--- src/rtl/instr_encoder.sv ---
// RV32I instruction encoder: packs decoded fields into a 32-bit word, range-checks
// the immediate, and streams legal words with a word address to the imem write port.
module instr_encoder #(
  parameter int IMEM_DEPTH = 256,
  parameter int ADDR_W     = $clog2(IMEM_DEPTH)
) (
  input  logic              clk,
  input  logic              rst,
  input  logic              start,
  input  logic              in_valid,
  output logic              in_ready,
  input  logic [2:0]        fmt,
  input  logic [6:0]        opcode,
  input  logic [4:0]        rd_addr,
  input  logic [2:0]        funct3,
  input  logic [4:0]        rs1_addr,
  input  logic [4:0]        rs2_addr,
  input  logic [6:0]        funct7,
  input  logic [31:0]       immediate,
  output logic              out_valid,
  input  logic              out_ready,
  output logic [31:0]       out_instr,
  output logic [ADDR_W-1:0] out_addr,
  output logic              err,
  output logic [7:0]        err_cnt
);

  localparam logic [2:0] FMT_R = 3'd0;
  localparam logic [2:0] FMT_I = 3'd1;
  localparam logic [2:0] FMT_S = 3'd2;
  localparam logic [2:0] FMT_B = 3'd3;
  localparam logic [2:0] FMT_U = 3'd4;
  localparam logic [2:0] FMT_J = 3'd5;

  localparam logic [0:0] EMPTY = 1'b0;
  localparam logic [0:0] FULL  = 1'b1;

  localparam logic [ADDR_W-1:0] ADDR_LAST = ADDR_W'(IMEM_DEPTH - 1);

  logic [0:0]        state;
  logic [ADDR_W-1:0] addr_cnt;
  logic [31:0]       word;
  logic              legal;
  logic              accept;
  logic              load;
  logic              reject;
  logic              out_xfer;
  logic signed [31:0] imm_s;

  assign imm_s     = immediate;
  assign out_valid = (state == FULL);
  assign in_ready  = !out_valid || out_ready;
  assign accept    = in_valid && in_ready;
  assign load      = accept && legal;
  assign reject    = accept && !legal;
  assign out_xfer  = out_valid && out_ready;

  always_comb begin
    word  = 32'd0;
    legal = 1'b0;
    case (fmt)
      FMT_R: begin
        word  = {funct7, rs2_addr, rs1_addr, funct3, rd_addr, opcode};
        legal = 1'b1;
      end
      FMT_I: begin
        word  = {immediate[11:0], rs1_addr, funct3, rd_addr, opcode};
        legal = (imm_s >= -32'sd2048) && (imm_s <= 32'sd2047);
      end
      FMT_S: begin
        word  = {immediate[11:5], rs2_addr, rs1_addr, funct3, immediate[4:0], opcode};
        legal = (imm_s >= -32'sd2048) && (imm_s <= 32'sd2047);
      end
      FMT_B: begin
        word  = {immediate[12], immediate[10:5], rs2_addr, rs1_addr, funct3,
                 immediate[4:1], immediate[11], opcode};
        legal = (imm_s >= -32'sd4096) && (imm_s <= 32'sd4094) && !immediate[0];
      end
      FMT_U: begin
        word  = {immediate[31:12], rd_addr, opcode};
        legal = (immediate[11:0] == 12'd0);
      end
      FMT_J: begin
        word  = {immediate[20], immediate[10:1], immediate[11], immediate[19:12],
                 rd_addr, opcode};
        legal = (imm_s >= -32'sd1048576) && (imm_s <= 32'sd1048574) && !immediate[0];
      end
      default: begin
        word  = 32'd0;
        legal = 1'b0;
      end
    endcase
  end

  // Rejected bundles leave the output register alone; only a legal load replaces it.
  always_ff @(posedge clk or posedge rst) begin
    if (rst) begin
      state     <= EMPTY;
      out_instr <= 32'd0;
      out_addr  <= '0;
    end else if (load) begin
      state     <= FULL;
      out_instr <= word;
      out_addr  <= addr_cnt;
    end else if (out_xfer) begin
      state     <= EMPTY;
    end
  end

  // start wins over a same-cycle increment; the word loaded that cycle already took the old address.
  always_ff @(posedge clk or posedge rst) begin
    if (rst) begin
      addr_cnt <= '0;
    end else if (start) begin
      addr_cnt <= '0;
    end else if (load) begin
      addr_cnt <= (addr_cnt == ADDR_LAST) ? '0 : addr_cnt + 1'b1;
    end
  end

  always_ff @(posedge clk or posedge rst) begin
    if (rst) begin
      err     <= 1'b0;
      err_cnt <= 8'd0;
    end else begin
      err <= reject;
      if (reject && (err_cnt != 8'hFF)) begin
        err_cnt <= err_cnt + 8'd1;
      end
    end
  end

endmodule

--- config.mk ---
export PLATFORM = sky130hd
export DESIGN_NAME = instr_encoder
export DESIGN_NICKNAME = d
export VERILOG_FILES = /design/src/rtl/instr_encoder.sv
export SDC_FILE = /design/constraint.sdc
export NUM_CORES = 1
export LEC_CHECK = 0
export CORE_MARGIN = 2
export CORE_UTILIZATION = 43
export CTS_CLUSTER_DIAMETER = 40
export CTS_CLUSTER_SIZE = 20
export DETAILED_ROUTE_END_ITERATION = 10
export PLACE_DENSITY = 0.87
export SETUP_SLACK_MARGIN = 0.02
export SLEW_MARGIN = 5
export SYNTH_ARGS = -nofsm -noshare
export SYNTH_HDL_FRONTEND = slang
export SYNTH_SLANG_ARGS = --single-unit
export TNS_END_PERCENT = 5
--- constraint.sdc ---
create_clock -name clk -period 2.5 [get_ports clk]
set_clock_uncertainty 0.05 [all_clocks]
set_input_delay 0.375 -clock clk [delete_from_list [all_inputs] [get_ports clk]]
set_output_delay 0.375 -clock clk [all_outputs]
set_load 0.05 [all_outputs]
* Word level (Yosys, flattened, before mapping)
Cells that the tools add are included.
** Operators by class
- Add/subtract/negate cells :: 2
- Order comparisons :: 6
- Equality and inequality tests :: 7
- Mux-type cells :: 7
- Reductions and logical operators :: 19
** Operators with widths (number)
- $pmux W32 S6 :: 1
- $ge A32 B12 Y1 const B :: 1
- $ge A32 B13 Y1 const B :: 1
- $ge A32 B21 Y1 const B :: 1
- $le A32 B12 Y1 const B :: 1
- $le A32 B13 Y1 const B :: 1
- $le A32 B21 Y1 const B :: 1
- $mux W8 :: 3
- $add A8 B1 Y8 const B :: 2
- $logic_not A12 Y1 :: 1
- $logic_and A1 B1 Y1 :: 10
- $eq A8 B8 Y1 const B :: 1
- $ne A8 B8 Y1 const B :: 1
- $eq A3 B2 Y1 const B :: 2
- $eq A3 B3 Y1 const B :: 2
- $pmux W1 S5 :: 1
- $reduce_bool A2 Y1 :: 2
- $eq A3 B1 Y1 const B :: 1
- $logic_not A1 Y1 :: 3
- $logic_not A3 Y1 :: 1
- $mux W1 :: 2
- $reduce_or A2 Y1 :: 1
- $logic_or A1 B1 Y1 :: 1
** Storage, ports and cells
- Bits in registers :: 58
- Input bits :: 72
- Output and inout bits :: 51
- Logic and storage cells :: 47

* Depth between registers and ports, before layout
- Depth after elaboration :: 7
- Mapped depth :: 9
- Mapped depth without buffers :: 7

* Least setup slack after synthesis
OpenSTA, ideal clock, no wires.
- Path type :: reg2reg
- From :: register state, in the netlist out_valid
- To :: register err_cnt[5]
- Library setup time :: 141 ps
- Data arrival time :: 2566 ps
- Data required time :: 2309 ps
- Setup slack :: -258 ps
- Cell stages (with the launch flop) :: 9
- Buffers on the path :: 1
- Period minus slack after synthesis :: 2758 ps
- Path through :: dfrtp_1 nand2b_1 and2_1 clkbuf_1 nand4_1 or3b_2 nor3_1 nand3_1 xnor2_1
** On the way
- Cells in the longest elaborated chain, start to end :: 5
** RTL lines
- start: declaration :: RTL line 40 : logic [0:0] state;
- start signal: assignment :: RTL line 98 : state <= EMPTY;
- start signal: assignment :: RTL line 102 : state <= FULL;
- start signal: assignment :: RTL line 106 : state <= EMPTY;
- $logic_not A1 Y1 :: RTL line 52 : assign in_ready = !out_valid || out_ready;
- $logic_or A1 B1 Y1 :: RTL line 52
- named net in_ready :: RTL line 11 : output logic in_ready,
- $logic_and A1 B1 Y1 :: RTL line 53 : assign accept = in_valid && in_ready;
- $logic_and A1 B1 Y1 :: RTL line 55 : assign reject = accept && !legal;
- $logic_and A1 B1 Y1 :: RTL line 127 : if (reject && (err_cnt != 8'hFF)) begin
- end signal: assignment :: RTL line 128 : err_cnt <= err_cnt + 8'd1;
- end: declaration :: RTL line 25 : output logic [7:0] err_cnt
The timed path passes the listed nets, and every way through them passes these cells.
A chain may end at the register's enable or synchronous reset.

* Final worst setup path
- From :: input port immediate[16]
- To :: register addr_cnt[7]
** On the way
- Cells in the longest elaborated chain, start to end :: 6
- Elaborated cells on any way between the ends :: 14
- Classes of those cells :: 6 x order compare; 1 x mux; 7 x reduce/logical
** RTL lines
- start: declaration :: RTL line 19 : input logic [31:0] immediate,
- $ge A32 B21 Y1 (tied with other cells) :: RTL line 86 : legal = (imm_s >= -32'sd1048576) && (imm_s <= 32'sd1048574) && !immediate[0];
- $logic_and A1 B1 Y1 (on tied branches) (2 in a row) :: RTL line 86, 77
- $pmux W1 S5 * :: RTL line 61 : case (fmt)
- $logic_and A1 B1 Y1 * :: RTL line 54 : assign load = accept && legal;
- $reduce_bool A2 Y1 (no source line) *
- end signal: assignment :: RTL line 117 : addr_cnt <= (addr_cnt == ADDR_LAST) ? '0 : addr_cnt + 1'b1;
- end: declaration :: RTL line 41 : logic [ADDR_W-1:0] addr_cnt;
Every way passes the cells marked *; elsewhere a longest branch is shown, timed or not.

==> results.py <==
metrics = {
    "sta": {
        "worst_slack_ps": 20.2,
        "max-slew-margin-rel": 0.488,
        "max_slew.worst_pin.slew_ps": 766,
        "max_freq_mhz": 403,
        "rsz0062_at_grt": "true",
        "finalCritPeriodShare": 0.992,
        "final_hold_viol_count": 0,
        "final.setup.tns_ps": 0,
        "finalMaxSlewViolations": 0,
        "setup_viol": 0,
        "post-route-min-period_ps": 2480,
    },
    "synthesis": {
        "avgSynthCellArea_um2": 9.49,
        "synth_fa_ha_area_frac": 0.00842,
        "synth_area_um2": 2970,
        "synth_mux_area_frac": 0.0640,
        "synth.net_count": 387,
        "yosys.cell_types.count": 36,
        "synth-simple-area-share": 0.186,
        "ys_warn_count": 0,
        "synth_top_family_by_area": "compound AO/OA/AOI/OAI gates",
        "ys_seq_area_frac": 0.488,
        "ys_ff_latch": 58,
        "synth_compound_area_frac": 0.199,
        "synth_xor_area_frac": 0.0206,
        "netlist_instances": 313,
    },
    "cells_and_area": {
        "instances_no_fill": 566,
        "finalInstanceArea_um2": 4960,
        "syn_to_final_growth_pct": 66.9,
        "layout.nets": 555,
        "n_antenna_cell": 0,
        "drive_gt1_frac": 0.218,
    },
    "worst_setup_path": {
        "cp-end-kind": "flop",
        "path_delay_family": "simple AND/OR/NAND/NOR gates",
        "rr_worst_depth": 7,
        "critical_path_required_ps": 2720,
        "worstPathCellList": "clkdlybuf4s50_1, or4_4, nor4_2, a32oi_1, a21oi_2, o31ai_4, or4_1, a21oi_1",
        "start_kind": "primary input",
        "crit_buf_inv": 1,
        "crit_cells": 8,
        "reg2reg_setup_slack_ps": 150,
        "critical_path.max_fanout": 5,
        "cp_data_arrival_time_ps": 2700,
        "r2r-start": "err_cnt[0]",
        "path_class": "in -> reg",
        "slowest_stage": "or4_1",
        "cp_slowest_stage_delay_ps": 540,
        "r2r_end": "err_cnt[7]",
    },
    "min_path": {
        "min_path_type": "in -> async",
    },
    "clock_tree": {
        "worstSkewPairLatency_ps": 350,
        "root_buffer": "clkbuf_8",
        "cts_buffers": 9,
        "htreeDepth": 3,
        "numClockSinks": 58,
        "cts.clk_slew.worst_paths_ps": 70,
        "cts_tree": "done",
        "clk_path_buf_depth": 2,
    },
    "placement": {
        "place_congestion": 0.933,
        "place.port_buffers": 122,
        "placed_cell_area_um2": 4630,
        "dp_hpwl_um": 7030,
        "dp.cells": 549,
        "pre_cts_ws_ps": -487,
    },
    "global_route": {
        "grt_first_pass_wirelength_um": 15100,
        "grt_max_degree": 52,
        "track_usage": 0.258,
        "grt_overflow_total": 0,
        "grt_pass1_vias": 3239,
        "grt_antenna_before_repair": 0,
    },
    "floorplanning": {
        "coreArea_um2": 6760,
        "die_h_um": 87.1,
        "die_w_um": 87.1,
        "ios": 123,
        "start_util": 0.440,
        "row_count": 30,
        "die_area_um2": 7590,
    },
    "routing": {
        "dr.first_iter.drc_count": 140,
        "route.vias.total": 3171,
        "drt_wl_total_um": 9280,
        "dr.pass1.iters": 5,
        "wl_per_cell_um": 16.4,
        "postRouteAntennaNets": 0,
        "viasPerCell": 5.60,
        "route.detailed.drc": 0,
    },
    "power_and_ir_drop": {
        "ir_drop_uv": 465,
        "p_leak_uw": 0.00219,
        "p_per_area_nw_per_um2": 738,
        "p_total_uw": 3660,
    },
    "run": {
        "maxCapViolations": 0,
    },
    "run_status": {
        "status": "complete, no violations",
    },
}
## state kept, by name, indices dropped and copies added, names as in the netlist
name / flops
out_instr: 32
out_addr: 8
out_valid: 1
err_cnt: 8
err: 1
addr_cnt: 8
## how the worst max path moves through the flow
| stage | from | to | slack, ps |
|---|---|---|---|
| 2_1_floorplan | immediate[19] | addr_cnt[0] | 110 |
| 3_3_place_gp | immediate[19] | addr_cnt[4] | -430 |
| 3_5_place_dp | immediate[19] | addr_cnt[4] | -490 |
| 4_1_cts | immediate[28] | out_instr[29] | -10 |
| 5_1_grt | immediate[27] | addr_cnt[7] | -50 |
| 6_report | immediate[16] | addr_cnt[7] | 20 |
## cells in the mapped netlist
cell / number / area, um2
or3b_1: 1 / 8.76
o21ai_0: 34 / 170
a32oi_1: 1 / 8.76
xnor2_1: 6 / 52.6
a22oi_1: 23 / 173
mux2i_1: 1 / 10.0
nor4_1: 7 / 43.8
nor3_1: 5 / 25.0
nand2_1: 38 / 143
dfrtp_1: 58 / 1450
clkbuf_1: 13 / 48.8
o31ai_1: 1 / 7.51
nand3_1: 9 / 45.0
nor2b_1: 10 / 62.6
o31ai_2: 1 / 12.5
ha_1: 2 / 25.0
nand2b_1: 2 / 12.5
a221oi_2: 1 / 15.0
inv_1: 6 / 22.5
buf_1: 3 / 11.3
mux2_2: 16 / 180
a21oi_1: 23 / 115
or3_1: 4 / 25.0
clkinv_1: 1 / 3.75
o221a_2: 1 / 11.3
or4_1: 4 / 30.0
xor2_1: 1 / 8.76
nand4_1: 10 / 62.6
o22a_1: 7 / 61.3
o311ai_0: 1 / 8.76
or3b_2: 1 / 8.76
buf_2: 3 / 15.0
and3_1: 4 / 25.0
nor2_1: 11 / 41.3
and2_1: 3 / 18.8
a21boi_0: 1 / 7.51
## cells by family (layout without fill, tap and decap cells)
group / Yosys count / in the layout
AO/OA/AOI/OAI: 94 / 94
multiplexers: 17 / 17
flip-flops: 58 / 58
XOR/XNOR: 7 / 7
AND/OR/NAND/NOR: 109 / 109
buffers and inverters: 26 / 199
adder cells (fa/ha/maj): 2 / 2
## area by class of cell
cell class,instances,area (um2)
clock buffers,10,138
clock inverters,6,88.8
fillers,486,1800
inverters,7,26.3
multi-input cells,229,1500
flip-flops and latches,58,1450
well taps,80,100
repair buffers,176,1650
## routing by layer
metal | GRT usage | vias to the layer above | share of wire
met5 | 0 | - | 0
met4 | 0.119 | 0 | 0.033
met3 | 0.0550 | 27 | 0.055
met2 | 0.434 | 140 | 0.51
met1 | 0.315 | 1516 | 0.40
li1 | - | 1488 | -
## power breakdown
| group | leakage (uW) | total [uW] | switching (uW) | internal (uW) |
|---|---|---|---|---|
| sequential | 0.000755 | 1230 | 129 | 1100 |
| clock | 0.000109 | 986 | 397 | 589 |
| combinational | 0.00133 | 1450 | 887 | 558 |
## repair_timing
action	CTS	global route
pin swaps	9	6
gates resized for setup	13	21
hold buffers	0	0
buffers inserted	1	0
setup endpoints to repair	33	56
## through the flow
step                utilization  hold slack (ps)
floorplan                     -              468
global placement          0.685              411
detailed placement        0.685              426
CTS                       0.724              319
global route              0.734              356
finish                    0.734              306
## placed cells by master, fill, tap and decap left out, drive strengths merged, types with 2 or more instances in the layout
| master | count |
|---|---|
| a21oi | 23 |
| a22oi | 23 |
| and2 | 3 |
| and3 | 4 |
| buf | 55 |
| bufinv | 2 |
| clkbuf | 10 |
| clkdlybuf4s50 | 105 |
| clkinv | 2 |
| clkinvlp | 2 |
| dfrtp | 58 |
| dlygate4sd2 | 6 |
| dlymetal6s2s | 10 |
| ha | 2 |
| inv | 7 |
| mux2 | 16 |
| nand2 | 38 |
| nand2b | 2 |
| nand3 | 9 |
| nand4 | 10 |
| nor2 | 11 |
| nor2b | 10 |
| nor3 | 5 |
| nor4 | 7 |
| o21ai | 34 |
| o22a | 7 |
| o31ai | 2 |
| or3 | 4 |
| or3b | 2 |
| or4 | 4 |
| xnor2 | 6 |
Note: power is estimated with default switching activity, not from simulation.
